==> config.mk <==
export PLATFORM = sky130hd
export DESIGN_NAME = param_step_counter
export DESIGN_NICKNAME = d
export VERILOG_FILES = /design/src/rtl/param_step_counter.sv
export SDC_FILE = /design/constraint.sdc
export NUM_CORES = 1
export LEC_CHECK = 0
export BUFFER_PORTS_ARGS = -buffer_cell sky130_fd_sc_hd__buf_4
export CORE_MARGIN = 3
export CORE_UTILIZATION = 35
export DETAILED_ROUTE_END_ITERATION = 6
export PLACE_DENSITY = 0.58
export SYNTH_ARGS = -nofsm -noshare
export SYNTH_HDL_FRONTEND = slang
export SYNTH_HIERARCHICAL = 1
export SYNTH_SLANG_ARGS = --single-unit
==> constraint.sdc <==
create_clock -name ck -period 2.53 [get_ports ck]
set_input_delay 0.6325 -clock ck [delete_from_list [all_inputs] [get_ports ck]]
set_output_delay 0.6325 -clock ck [all_outputs]
set_load 0.05 [all_outputs]
==> src/rtl/param_step_counter.sv <==
// Bank of CHANNELS independent step counters with clear/load/enable priority, wrap or saturate, tc pulse.
// Optional sticky overflow flags when PARAM_STEP_COUNTER_OVF_STICKY_EN is defined.

module param_step_counter_lane #(
  parameter int unsigned      WIDTH    = 32,
  parameter logic [WIDTH:0]   MAX_X    = '1,
  parameter logic [WIDTH:0]   STEP_X   = 1,
  parameter logic [WIDTH-1:0] RST_W    = '0,
  parameter bit               SATURATE = 1'b0
) (
  input  logic             ck,
  input  logic             arst,
  input  logic             en_i,
  input  logic             clr_i,
  input  logic             load_i,
  input  logic [WIDTH-1:0] ld_i,
`ifdef PARAM_STEP_COUNTER_OVF_STICKY_EN
  input  logic             ovf_clr_i,
  output logic             ovf_o,
`endif
  output logic [WIDTH-1:0] cnt_o,
  output logic             tc_o
);
  localparam logic [WIDTH-1:0] MAX_W = MAX_X[WIDTH-1:0];
  localparam logic [WIDTH:0]   MOD_X = MAX_X + 1'b1;

  logic [WIDTH-1:0] cnt_q, cnt_d;
  logic             tc_q, tc_d;
  logic [WIDTH:0]   sum;
  logic             ovf;

  // Sum is one bit wider than the counter so overflow past 2**WIDTH-1 is still visible.
  always_comb begin
    sum   = {1'b0, cnt_q} + STEP_X;
    ovf   = (sum > MAX_X);
    cnt_d = cnt_q;
    tc_d  = 1'b0;
    if (clr_i) begin
      cnt_d = RST_W;
    end else if (load_i) begin
      cnt_d = (ld_i > MAX_W) ? MAX_W : ld_i;
    end else if (en_i) begin
      tc_d = ovf;
      if (!ovf)          cnt_d = sum[WIDTH-1:0];
      else if (SATURATE) cnt_d = MAX_W;
      else               cnt_d = WIDTH'(sum - MOD_X);
    end
  end

  always_ff @(posedge ck or negedge arst) begin
    if (!arst) begin
      cnt_q <= RST_W;
      tc_q  <= 1'b0;
    end else begin
      cnt_q <= cnt_d;
      tc_q  <= tc_d;
    end
  end

  assign cnt_o = cnt_q;
  assign tc_o  = tc_q;

`ifdef PARAM_STEP_COUNTER_OVF_STICKY_EN
  logic ovf_q, ovf_d;

  // A new terminal count beats a coincident clear.
  always_comb ovf_d = tc_d | (ovf_q & ~ovf_clr_i);

  always_ff @(posedge ck or negedge arst) begin
    if (!arst) ovf_q <= 1'b0;
    else       ovf_q <= ovf_d;
  end

  assign ovf_o = ovf_q;
`endif
endmodule

module param_step_counter #(
  parameter int unsigned     WIDTH       = 32,
  parameter int unsigned     CHANNELS    = 4,
  parameter longint unsigned STEP        = 1,
  parameter longint unsigned MAX_VALUE   = (64'd1 << WIDTH) - 64'd1,
  parameter bit              SATURATE    = 1'b0,
  parameter longint unsigned RESET_VALUE = 0
) (
  input  logic                      ck,
  input  logic                      arst,
  input  logic [CHANNELS-1:0]       en,
  input  logic [CHANNELS-1:0]       clr,
  input  logic [CHANNELS-1:0]       load,
  input  logic [CHANNELS*WIDTH-1:0] load_value,
`ifdef PARAM_STEP_COUNTER_OVF_STICKY_EN
  input  logic [CHANNELS-1:0]       ovf_clr,
  output logic [CHANNELS-1:0]       ovf,
`endif
  output logic [CHANNELS*WIDTH-1:0] count,
  output logic [CHANNELS-1:0]       tc
);
  localparam logic [WIDTH:0]   MAX_X  = MAX_VALUE[WIDTH:0];
  localparam logic [WIDTH:0]   STEP_X = STEP[WIDTH:0];
  localparam logic [WIDTH-1:0] RST_W  = RESET_VALUE[WIDTH-1:0];

  // Instance array slices the packed buses: lane i owns bits [i*WIDTH +: WIDTH].
  param_step_counter_lane #(
    .WIDTH    (WIDTH),
    .MAX_X    (MAX_X),
    .STEP_X   (STEP_X),
    .RST_W    (RST_W),
    .SATURATE (SATURATE)
  ) u_lane [CHANNELS-1:0] (
    .ck        (ck),
    .arst      (arst),
    .en_i      (en),
    .clr_i     (clr),
    .load_i    (load),
    .ld_i      (load_value),
`ifdef PARAM_STEP_COUNTER_OVF_STICKY_EN
    .ovf_clr_i (ovf_clr),
    .ovf_o     (ovf),
`endif
    .cnt_o     (count),
    .tc_o      (tc)
  );
endmodule

Yosys cells after proc, flatten, opt, wreduce, memory -nomap -nowiden
Index checks and enable logic that the tools add are counted.

storage, ports and cells
  register bits after elaboration = 132
  input port bits = 142
  output and inout port bits = 132
  word-level logic and storage cells = 60

cells by class
  $add $sub $neg = 8
  order comparisons = 8
  mux-type cells = 32
  reductions and logical operators = 4

operators with widths
  kind                   count
  $mux 32                20
  $add 32x1->33 const B  4
  $gt 33x32->1 const B   4
  $gt 32x32->1 const B   4
  $sub 32x1->32 const B  4
  $mux 1                 12
  $reduce_bool 3->1      4

Longest topological paths before layout
Gate-level depths: netlist of the first run.

  depth in word-level cells = 6
  mapped depth = 8
  depth with buffers taken out = 7

Cells and area by module
The synthesis of the first run kept the hierarchy.

by module, submodules not included
  module                   times used  cells each  area an instance (µm²)  seq. area each (µm²)
  param_step_counter_lane  4           278         2352.3                  825.8

Worst setup path before layout of the first run
OpenSTA, ideal clock, no wires.

  path kind = register -> register
  start = register u_lane[0].cnt_q[1]
  end = register u_lane[0].cnt_q[28]
  library setup time = 0.099 ns
  data arrival time = 2.484 ns
  required time = 2.431 ns
  path slack = -0.053 ns
  cell stages (with the launch flop) = 8
  path buffers = 1
  period minus slack after synthesis = 2.583 ns
  path through = dfrtp_1 -> ha_1 -> buf_2 -> nand4_4 -> nor3_2 -> or4b_4 -> or3_1 -> a311oi_1

on the way
  word-level cells in the longest chain between the ends = 6
  elaborated cells on any way between the ends = 7
  those cells by class = add/sub (2); order compare (1); mux (4)

ends and longest elaborated chain
  item                                                  line    source
  start, declared                                       27      logic [WIDTH-1:0] cnt_q, cnt_d;
  start signal, assigned                                55      cnt_q <= cnt_d;
  $add 32x1->33 (*)                                     34      sum = {1'b0, cnt_q} + STEP_X;
  $sub 32x1->32 / $gt 33x32->1 (equally long branches)  46, 35
  $mux 32 (*)                                           44      if (!ovf) cnt_d = sum[WIDTH-1:0];
  $mux 32 (*)                                           42      end else if (en_i) begin
  $mux 32 (*)                                           40      end else if (load_i) begin
  $mux 32 (*)                                           38      if (clr_i) begin

Mark *: on every way between the ends. The rest lies on a longest branch, timed or not. The select of a mux whose other input is x is not followed.
A chain may end at the register's enable or synchronous reset.

Final worst setup path of the first run
  start = register u_lane[3].cnt_q[1]
  end = register u_lane[3].tc_q

on the way
  word-level cells in the longest chain between the ends = 5

ends and longest elaborated chain
  item                      line  source
  start, declared           27
  start signal, assigned    55
  $add 32x1->33             34
  $gt 33x32->1              35    ovf = (sum > MAX_X);
  $mux 1                    42
  $mux 1                    40
  $mux 1                    38
  named net u_lane[3].tc_d  28    logic tc_q, tc_d;
  end signal, assigned      56    tc_q <= tc_d;
  end, declared             28

The timed path passes the listed nets, and every way through them passes these cells.

==> results of run 1 <==
metal layers:
metal	wire length [um]	vias to the layer above	part of all wire (%)	track usage [%]
li1	-	4542	-	-
met1	14000	4601	44	28.8
met2	14900	354	47	35.4
met3	2470	24	7.8	5.32
met4	284	0	0.90	4.51
met5	0	-	0	0
synth_stat cells, types with 28 or more instances:
cell type / n
nor2_1: 168
dfrtp_1: 132
nand2_1: 76
xnor2_1: 56
xor2_1: 56
a21oi_1: 52
nand3_1: 52
a211oi_1: 48
clkbuf_1: 48
nand4_1: 48
nor3_1: 40
inv_1: 28
cell type report:
class                   count  area (um^2)
clock inverters            15          171
multi-input cells         872         5660
flip-flops and latches    132         3310
well taps                 335          419
fillers                  2624        13700
inverters                  28          105
clock buffers              17          425
repair buffers            315         2390
power by group through the flow:
stage	registers [mW]	logic, mW	clock network [mW]
3_5_place_dp	2.51	1.45	0
6_report	2.48	1.44	2.56
4_1_cts	2.47	1.45	2.62
5_1_grt	2.50	1.54	2.72
3_3_place_gp	2.51	1.44	0
2_1_floorplan	2.87	0.459	0
worst min-delay path by stage:
stage | to | slack [ns] | cells past startpoint
6_report | u_lane[2]/cnt_o[25]$_DFFE_PN0P_ | 0.17 | 1
2_1_floorplan | u_lane[0]/cnt_o[0]$_DFFE_PN0P_ | 0.34 | 0
3_3_place_gp | u_lane[1]/cnt_o[30]$_DFFE_PN0P_ | 0.60 | 2
3_5_place_dp | u_lane[3]/cnt_o[30]$_DFFE_PN0P_ | 0.61 | 2
4_1_cts | u_lane[0]/tc_o$_DFF_PN0_ | 0.17 | 1
5_1_grt | u_lane[2]/cnt_o[25]$_DFFE_PN0P_ | 0.19 | 1
state kept, by name, summed over array words and instances, names as in the netlist:
| signal | flops |
|---|---|
| u_lane/cnt_o | 128 |
| u_lane/tc_o | 4 |
worst register-to-register path: stages, from the launching register on:
cell and delay (ns):
dfrtp_2 0.45, ha_1 0.24, nand4_4 0.16, or4_4 0.54, a2111oi_0 0.48, a41o_1 0.15
a31oi_1 0.08, o32ai_1 0.14
cells in the final DEF (no fill, tap or decap), types with 16 or more instances in the layout:
master / count
or3_1: 16
o21ai_0: 24
nor3_1: 40
inv_1: 28
nand4_1: 48
and2_1: 24
nand3_1: 52
xor2_1: 56
a21oi_1: 52
a311oi_1: 16
a211oi_1: 48
xnor2_1: 56
nand2_1: 76
buf_4: 312
dfrtp_1: 128
clkbuf_16: 17
mux2i_1: 24
nor2_1: 168
nor4_1: 24
through the flow:
| step | cells | utilization [%] | total power [mW] |
|---|---|---|---|
| CTS | 1714 | 47.6 | 6.55 |
| global route | 1714 | 47.6 | 6.77 |
| floorplan | 1112 | - | 3.33 |
| global placement | 1682 | 45.3 | 3.95 |
| detailed placement | 1682 | 45.3 | 3.96 |
| finish | 1714 | 47.6 | 6.47 |
logic make-up after synthesis:
family	after synthesis	synth area share (%)
xor+xnor	112	10.4
fa+ha+maj	8	1.06
buf+inv	108	4.79
flops	132	35.1
simple gates	536	32.0
mux	28	3.03
compound gates	188	13.6
==> impl_metrics.env, run 1 <==
export IMPL_rr_worst_depth=7
export IMPL_synth_async_reset_ratio_pct=100
export IMPL_synth_area_per_cell_um2=8.46
export IMPL_reg2reg_slack_ns=0.18
export IMPL_hold_viol=0
export IMPL_synth_distinct_cells=52
export IMPL_ctsHoldBuffers=0
export IMPL_htree_levels=4
export IMPL_die_h_um=170
export IMPL_timing_hold_ws_ns=0.172
export IMPL_ir_drop_mv=0.343
export IMPL_cts_resized=0
export IMPL_place_detailed_hpwl_um=23500
export IMPL_yosys_area_top_type="dfrtp_1"
export IMPL_grt_total_usage_pct=21.5
export IMPL_r2r_end="u_lane[3]/tc_o$_DFF_PN0_"
export IMPL_place_area_mm2=0.0119
export IMPL_worst_setup_path_start_kind="register"
export IMPL_yosysWarnings=6
export IMPL_outcome="completed"
export IMPL_cp_slowest_cell="or4_4"
export IMPL_dieArea_mm2=0.0289
export IMPL_internal_power_mw=4.24
export IMPL_p_seq_share_pct=38.2
export IMPL_postCtsSetupBuffers=0
export IMPL_clk_pin_slew_ns=0.07
export IMPL_slew_violations=0
export IMPL_syn_to_final_growth_pct=32.6
export IMPL_grt_start_max_net_pins=47
export IMPL_cp_depth=7
export IMPL_boundaryPins=274
export IMPL_first_global_vias=9216
export IMPL_cts_sinks=132
export IMPL_maxCapViolCount=0
export IMPL_post_drt_wl_per_cell_um=18.5
export IMPL_fmax_ghz=0.426
export IMPL_synth_nets=1262
export IMPL_ys_seq_area_share_pct=35.1
export IMPL_worstSetupPathType="register to register"
export IMPL_vias_per_cell=5.55
export IMPL_fin_nets=1516
export IMPL_powerDensity_mw_per_mm2=519
export IMPL_place_congestion=0.896
export IMPL_syn_area_mm2=0.00941
export IMPL_period_needed_ns=2.35
export IMPL_crit_chain="ha_1, nand4_4, or4_4, a2111oi_0, a41o_1, a31oi_1, o32ai_1"
export IMPL_pwr_share_clk_pct=39.5
export IMPL_finalCritPeriodShare_pct=92.7
export IMPL_slowest_delay_ns=0.54
export IMPL_hold_class="input port to asynchronous set/reset pin"
export IMPL_fin_tns_setup_ns=0
export IMPL_fp_row_count=59
export IMPL_synth_flop_cell="dfrtp_1"
export IMPL_synth_top_area_share_pct=35.1
export IMPL_p_comb_share_pct=22.3
export IMPL_root_buffer="clkbuf_16"
export IMPL_grt_pass1_wl_um=50300
export IMPL_p_leak_nw=5.25
export IMPL_r2r_start="u_lane[3]/cnt_o[1]$_DFFE_PN0P_"
export IMPL_clockBufferDepth=2
export IMPL_required_ns=2.84
export IMPL_worstMarginPinSlew_ns=0.521
export IMPL_die_width_um=170
export IMPL_diodes=0
export IMPL_grt_overflow=0
export IMPL_final_area_mm2=0.0125
export IMPL_detail_route_antenna_nets=0
export IMPL_numPortBuffers=273
export IMPL_numCtsBuffers=17
export IMPL_synth_edff_count=0
export IMPL_critPathMaxFanout=9
export IMPL_endpoint="u_lane[3]/tc_o$_DFF_PN0_"
export IMPL_drive_gt1_share_pct=28.9
export IMPL_antenna_found_initial=0
export IMPL_clock_latency_ns=0.42
export IMPL_path_buf_inv=0
export IMPL_setup_viol=0
export IMPL_worst_setup_path_end_kind="register"
export IMPL_cp_arrival_ns=2.66
export IMPL_synth_seq_cells=132
export IMPL_core_area_mm2=0.0262
export IMPL_power_switching_mw=2.23
export IMPL_p_sw_share_pct=34.5
export IMPL_max_slew_margin_rel_pct=65.0
export IMPL_rsz0062_at_grt="false"
export IMPL_cts_tree="built"
export IMPL_skew_ns=0.0119
export IMPL_drtIter0Drc=753
export IMPL_start_util_pct=35.9
export IMPL_cp_startpoint="u_lane[3]/cnt_o[1]$_DFFE_PN0P_"
export IMPL_first_pass_iters=5
export IMPL_totalWireLength_um=31600
export IMPL_finalWorstSetupSlack_ns=0.184
export IMPL_pre_cts_slack_ns=0.273
export IMPL_path_delay_family="compound AO/OA/AOI/OAI gates"
export IMPL_vias=9521
export IMPL_drcViolationCount=0
export IMPL_synthTopCellsByArea="dfrtp_1 35%, nor2_1 6.7%, xnor2_1 5.2%"
export IMPL_syn_inst=1112
Power figures use the tool's default switching activity.
==> run 2, diff against run 1 <==
--- a/config.mk
+++ b/config.mk
@@ -6,10 +6,12 @@
 export NUM_CORES = 1
 export LEC_CHECK = 0
 export BUFFER_PORTS_ARGS = -buffer_cell sky130_fd_sc_hd__buf_4
+export CAP_MARGIN = 20
 export CORE_MARGIN = 3
-export CORE_UTILIZATION = 35
+export CORE_UTILIZATION = 25
 export DETAILED_ROUTE_END_ITERATION = 6
-export PLACE_DENSITY = 0.58
+export PLACE_DENSITY = 0.44
+export SKIP_CTS_REPAIR_TIMING = 1
 export SYNTH_ARGS = -nofsm -noshare
 export SYNTH_HDL_FRONTEND = slang
 export SYNTH_HIERARCHICAL = 1
==> run 2 against run 1 <==
First-iteration DRC count shrank 30%. Sequential power is essentially flat. Combinational power grew 3%. Clock power grew 9.0%. Worst setup slack gained 0.075 ns. Sequential cell count is the same.
==> impl_metrics.env, run 2 (same netlist as run 1, synthesis figures left out) <==
export IMPL_worst_setup_path_start_kind="register"
export IMPL_drcViolationCount=0
export IMPL_place_detailed_hpwl_um=26900
export IMPL_slowest_delay_ns=0.54
export IMPL_period_needed_ns=2.27
export IMPL_vias=9410
export IMPL_largest_reg_flops=128
export IMPL_drive_gt1_share_pct=29.6
export IMPL_outcome="completed"
export IMPL_rsz0062_at_grt="false"
export IMPL_hold_class="input port to asynchronous set/reset pin"
export IMPL_grt_start_max_net_pins=44
export IMPL_numCtsBuffers=17
export IMPL_htree_levels=4
export IMPL_skew_ns=0.0152
export IMPL_multi_input_area_mm2=0.00566
export IMPL_worstMarginPinSlew_ns=0.529
export IMPL_grt_pass1_wl_um=54300
export IMPL_required_ns=2.85
export IMPL_max_slew_margin_rel_pct=64.5
export IMPL_powerDensity_mw_per_mm2=526
export IMPL_clk_pin_slew_ns=0.07
export IMPL_r2r_end="u_lane[1]/tc_o$_DFF_PN0_"
export IMPL_place_area_mm2=0.0122
export IMPL_vias_per_cell=4.96
export IMPL_die_width_um=200
export IMPL_timing_hold_ws_ns=0.129
export IMPL_first_pass_iters=5
export IMPL_final_common_cell="buf_4"
export IMPL_fp_row_count=70
export IMPL_layout_common_cells="326 x buf_4, 168 x nor2_1, 128 x dfrtp_1"
export IMPL_maxCapViolCount=0
export IMPL_final_area_mm2=0.0128
export IMPL_clockBufferDepth=2
export IMPL_boundaryPins=274
export IMPL_dieArea_mm2=0.0400
export IMPL_syn_to_final_growth_pct=36.5
export IMPL_fin_util_pct=34.8
export IMPL_fin_nets=1530
export IMPL_first_global_vias=9246
export IMPL_slew_violations=0
export IMPL_fin_tns_setup_ns=0
export IMPL_post_drt_wl_per_cell_um=18.8
export IMPL_diodes=0
export IMPL_layout_cells_non_filler=1897
export IMPL_dp_cells=1865
export IMPL_worstSetupPathType="register to register"
export IMPL_rr_worst_depth=7
export IMPL_finalWorstSetupSlack_ns=0.258
export IMPL_power_mw=6.75
export IMPL_drtIter0Drc=525
export IMPL_sequential_cell_area_mm2=0.00331
export IMPL_r2r_start="u_lane[1]/cnt_o[1]$_DFFE_PN0P_"
export IMPL_core_area_mm2=0.0369
export IMPL_hold_viol=0
export IMPL_crit_chain="ha_1, nand4_4, or4_4, a2111oi_0, a41o_1, a31oi_1, o32ai_1"
export IMPL_die_h_um=200
export IMPL_start_util_pct=25.5
export IMPL_grt_total_usage_pct=17.3
export IMPL_totalWireLength_um=35700
export IMPL_fmax_ghz=0.440
export IMPL_cp_arrival_ns=2.59
export IMPL_worst_setup_path_end_kind="register"
export IMPL_critPathMaxFanout=4
export IMPL_pre_cts_slack_ns=0.286
export IMPL_cts_sinks=132
export IMPL_ir_drop_mv=0.470
export IMPL_numPortBuffers=273
export IMPL_cp_slowest_cell="or4_4"
export IMPL_reg2reg_slack_ns=0.26
export IMPL_root_buffer="clkbuf_16"
export IMPL_cts_tree="built"
export IMPL_finalCritPeriodShare_pct=89.8
export IMPL_detail_route_antenna_nets=0
export IMPL_p_leak_nw=5.33
export IMPL_clock_latency_ns=0.45
export IMPL_setup_viol=0
export IMPL_place_congestion=0.863
export IMPL_antenna_found_initial=0
export IMPL_grt_overflow=0
export IMPL_n_fill_cell=3917
[run 2: critical path, delay by kind of cell, from the launching register on]
family	cells	cell delay, ns
AO/OA/AOI/OAI	4	0.82
AND/OR/NAND/NOR	2	0.71
flip-flops	1	0.35
adder cells (fa/ha/maj)	1	0.26
[run 2: final cells by class]
cell class,instances,area share (%)
clock buffer,18,3.42
clock inverter,14,1.59
inverter,28,0.818
multi-input combinational,872,44.0
sequential,132,25.8
tap,504,4.91
timing repair buffer,329,19.5
[run 2: metal layers]
metal / up-vias / wire length [um] / GRT usage [%]
li1: 4575 / - / -
met1: 4557 / 16600 / 24.1
met2: 254 / 16500 / 27.7
met3: 24 / 2080 / 3.56
met4: 0 / 430 / 4.34
met5: - / 0 / 0
[run 2: report_power, final]
part	switching [mW]	internal (mW)	total, mW
sequential	0.234	2.24	2.47
combinational	0.948	0.539	1.49
clock	1.10	1.69	2.79
[run 2: worst max-delay path by stage]
| stage | slack (ns) | start | to | cells after the start |
|---|---|---|---|---|
| 3_3_place_gp | 0.29 | en[1] | u_lane[1]/cnt_o[28]$_DFFE_PN0P_ | 5 |
| 3_5_place_dp | 0.29 | en[1] | u_lane[1]/cnt_o[28]$_DFFE_PN0P_ | 5 |
| 5_1_grt | 0.06 | u_lane[1]/cnt_o[3]$_DFFE_PN0P_ | u_lane[1]/tc_o$_DFF_PN0_ | 6 |
| 4_1_cts | 0.26 | u_lane[3]/cnt_o[1]$_DFFE_PN0P_ | u_lane[3]/tc_o$_DFF_PN0_ | 7 |
| 6_report | 0.26 | u_lane[1]/cnt_o[1]$_DFFE_PN0P_ | u_lane[1]/tc_o$_DFF_PN0_ | 7 |
| 2_1_floorplan | 0.05 | u_lane[0]/cnt_o[0]$_DFFE_PN0P_ | u_lane[0]/cnt_o[28]$_DFFE_PN0P_ | 7 |
==> run 3, diff against run 2 <==
--- a/config.mk
+++ b/config.mk
@@ -11,6 +11,7 @@
 export CORE_UTILIZATION = 25
 export DETAILED_ROUTE_END_ITERATION = 6
 export PLACE_DENSITY = 0.44
+export RECOVER_POWER = 100
 export SKIP_CTS_REPAIR_TIMING = 1
 export SYNTH_ARGS = -nofsm -noshare
 export SYNTH_HDL_FRONTEND = slang
==> run 3 against run 2 <==
Wire length down 0.37%. Critical path depth down 1. Core utilization down 2.0 points. Register-to-register slack worse by 0.12 ns. Global-route usage unchanged. Clock skew down 0.0014 ns. Cell area down 5.8%. Sequential power about the same. Worst hold slack better by 0.30 ns. Highest routed layer unchanged. Critical endpoint is now u_lane[0]/cnt_o[28]$_DFFE_PN0P_. Cell count unchanged. Count of clock-buffer cells in the layout unchanged.
==> impl_metrics.env, run 3 (same netlist as run 1, synthesis figures left out) <==
export IMPL_max_slew_margin_rel_pct=14.0
export IMPL_htree_levels=4
export IMPL_cts_tree="built"
export IMPL_fp_row_count=70
export IMPL_critPathMaxFanout=9
export IMPL_detail_route_antenna_nets=0
export IMPL_wl_met1_um=16700
export IMPL_topRoutingLayerUsed="met4"
export IMPL_boundaryPins=274
export IMPL_root_buffer="clkbuf_16"
export IMPL_hold_viol=0
export IMPL_maxCapViolCount=0
export IMPL_required_ns=2.87
export IMPL_crit_chain="ha_1, nand4_4, nor3_1, or4b_1, or3_1, a311oi_1"
export IMPL_fin_nets=1530
export IMPL_totalWireLength_um=35500
export IMPL_largest_reg_flops=128
export IMPL_cp_depth=6
export IMPL_p_sw_share_pct=34.4
export IMPL_diodes=0
export IMPL_clockBufferDepth=2
export IMPL_layout_cells_non_filler=1897
export IMPL_grt_start_max_net_pins=44
export IMPL_syn_to_final_growth_pct=28.6
export IMPL_drtIter0Drc=492
export IMPL_p_leak_nw=4.65
export IMPL_route_met2_wl_um=16500
export IMPL_vias=9399
export IMPL_die_h_um=200
export IMPL_fin_tns_setup_ns=0
export IMPL_r2r_start="u_lane[0]/cnt_o[1]$_DFFE_PN0P_"
export IMPL_powerDensity_mw_per_mm2=546
export IMPL_reg2reg_slack_ns=0.14
export IMPL_place_congestion=0.863
export IMPL_rsz0062_at_grt="false"
export IMPL_worst_setup_path_end_kind="register"
export IMPL_antenna_found_initial=0
export IMPL_numPortBuffers=273
export IMPL_cp_slowest_cell="or4b_1"
export IMPL_cts_sinks=132
export IMPL_outcome="completed"
export IMPL_clk_pin_slew_ns=0.06
export IMPL_skew_ns=0.0138
export IMPL_grt_overflow=0
export IMPL_p_comb_share_pct=20.6
export IMPL_endpoint="u_lane[0]/cnt_o[28]$_DFFE_PN0P_"
export IMPL_worst_setup_path_start_kind="register"
export IMPL_r2r_end="u_lane[0]/cnt_o[28]$_DFFE_PN0P_"
export IMPL_first_global_vias=9246
export IMPL_cp_arrival_ns=2.73
export IMPL_path_delay_family="simple AND/OR/NAND/NOR gates"
export IMPL_setup_viol=0
export IMPL_core_area_mm2=0.0369
export IMPL_finalCritPeriodShare_pct=94.4
export IMPL_ir_drop_mv=0.470
export IMPL_grt_total_usage_pct=17.3
export IMPL_cp_startpoint="u_lane[0]/cnt_o[1]$_DFFE_PN0P_"
export IMPL_wl_met3_um=1970
export IMPL_fmax_ghz=0.419
export IMPL_numCtsBuffers=17
export IMPL_period_needed_ns=2.39
export IMPL_p_seq_share_pct=37.3
export IMPL_start_util_pct=25.5
export IMPL_dp_cells=1865
export IMPL_drive_gt1_share_pct=17.2
export IMPL_place_detailed_hpwl_um=26900
export IMPL_vias_per_cell=4.95
export IMPL_slew_violations=0
export IMPL_dieArea_mm2=0.0400
export IMPL_rr_worst_depth=6
export IMPL_final_common_cell="buf_4"
export IMPL_drcViolationCount=0
export IMPL_first_pass_iters=5
export IMPL_fin_util_pct=32.8
export IMPL_die_width_um=200
export IMPL_clock_latency_ns=0.44
export IMPL_worstMarginPinSlew_ns=1.29
export IMPL_internal_power_mw=4.34
export IMPL_worstSetupPathType="register to register"
export IMPL_hold_class="input port to register"
export IMPL_slowest_delay_ns=0.56
export IMPL_grt_pass1_wl_um=54300
export IMPL_power_switching_mw=2.28
export IMPL_power_mw=6.61
export IMPL_pwr_share_clk_pct=42.2
export IMPL_path_buf_inv=0
export IMPL_layout_common_cells="170 x buf_4, 168 x nor2_1, 153 x clkbuf_1"
export IMPL_post_drt_wl_per_cell_um=18.7
==> run 3: cell count changes in the layout (fill, tap and decap cells not counted), sizes merged <==
cell / before / now
buf: 329 / 170
clkbuf: 18 / 177
==> run 3: worst min-delay path, stage by stage <==
cell and delay (ns):
buf_4 0.07, a21oi_1 0.05, nor2_1 0.07
==> run 3: through the flow <==
step | setup slack (ns) | hold WS, ns | instance area, um^2
2_1_floorplan | 0.0548 | 0.337 | 9410
3_3_place_gp | 0.293 | 0.603 | 12200
3_5_place_dp | 0.286 | 0.611 | 12200
4_1_cts | 0.264 | 0.127 | 12800
5_1_grt | 0.0324 | 0.418 | 12100
6_report | 0.141 | 0.428 | 12100
==> run 3: routing by layer <==
layer  track usage [%]  vias to the layer above
met3              3.56                       22
li1                  -                     4572
met4              4.34                        0
met5                 0                        -
met1              24.1                     4534
met2              27.7                      271
==> run 3: power by group through the flow <==
stage	clock, mW	sequential (mW)	combinational, mW
3_5_place_dp	0	2.51	1.50
2_1_floorplan	0	2.87	0.459
4_1_cts	2.88	2.47	1.51
6_report	2.79	2.46	1.36
5_1_grt	2.95	2.49	1.47
3_3_place_gp	0	2.51	1.50
==> run 3: area by class of cell <==
type | instances | area, um^2
fillers | 4087 | 24800
multi-input cells | 872 | 5540
flip-flops and latches | 132 | 3310
repair buffers | 329 | 1880
well taps | 504 | 631
clock buffers | 18 | 439
clock inverters | 14 | 204
inverters | 28 | 105
==> run 3: how the worst min path moves through the flow <==
stage	cells after the start	end	slack, ns	startpoint
final	3	u_lane[1]/cnt_o[2]$_DFFE_PN0P_	0.43	load_value[34]
after global routing	3	u_lane[0]/cnt_o[12]$_DFFE_PN0P_	0.42	load_value[12]
after CTS	1	u_lane[2]/cnt_o[3]$_DFFE_PN0P_	0.13	arst
after detailed placement	2	u_lane[2]/cnt_o[30]$_DFFE_PN0P_	0.61	u_lane[2]/cnt_o[30]$_DFFE_PN0P_
after global placement	2	u_lane[2]/cnt_o[30]$_DFFE_PN0P_	0.60	u_lane[2]/cnt_o[30]$_DFFE_PN0P_
after floorplan	0	u_lane[0]/cnt_o[0]$_DFFE_PN0P_	0.34	arst
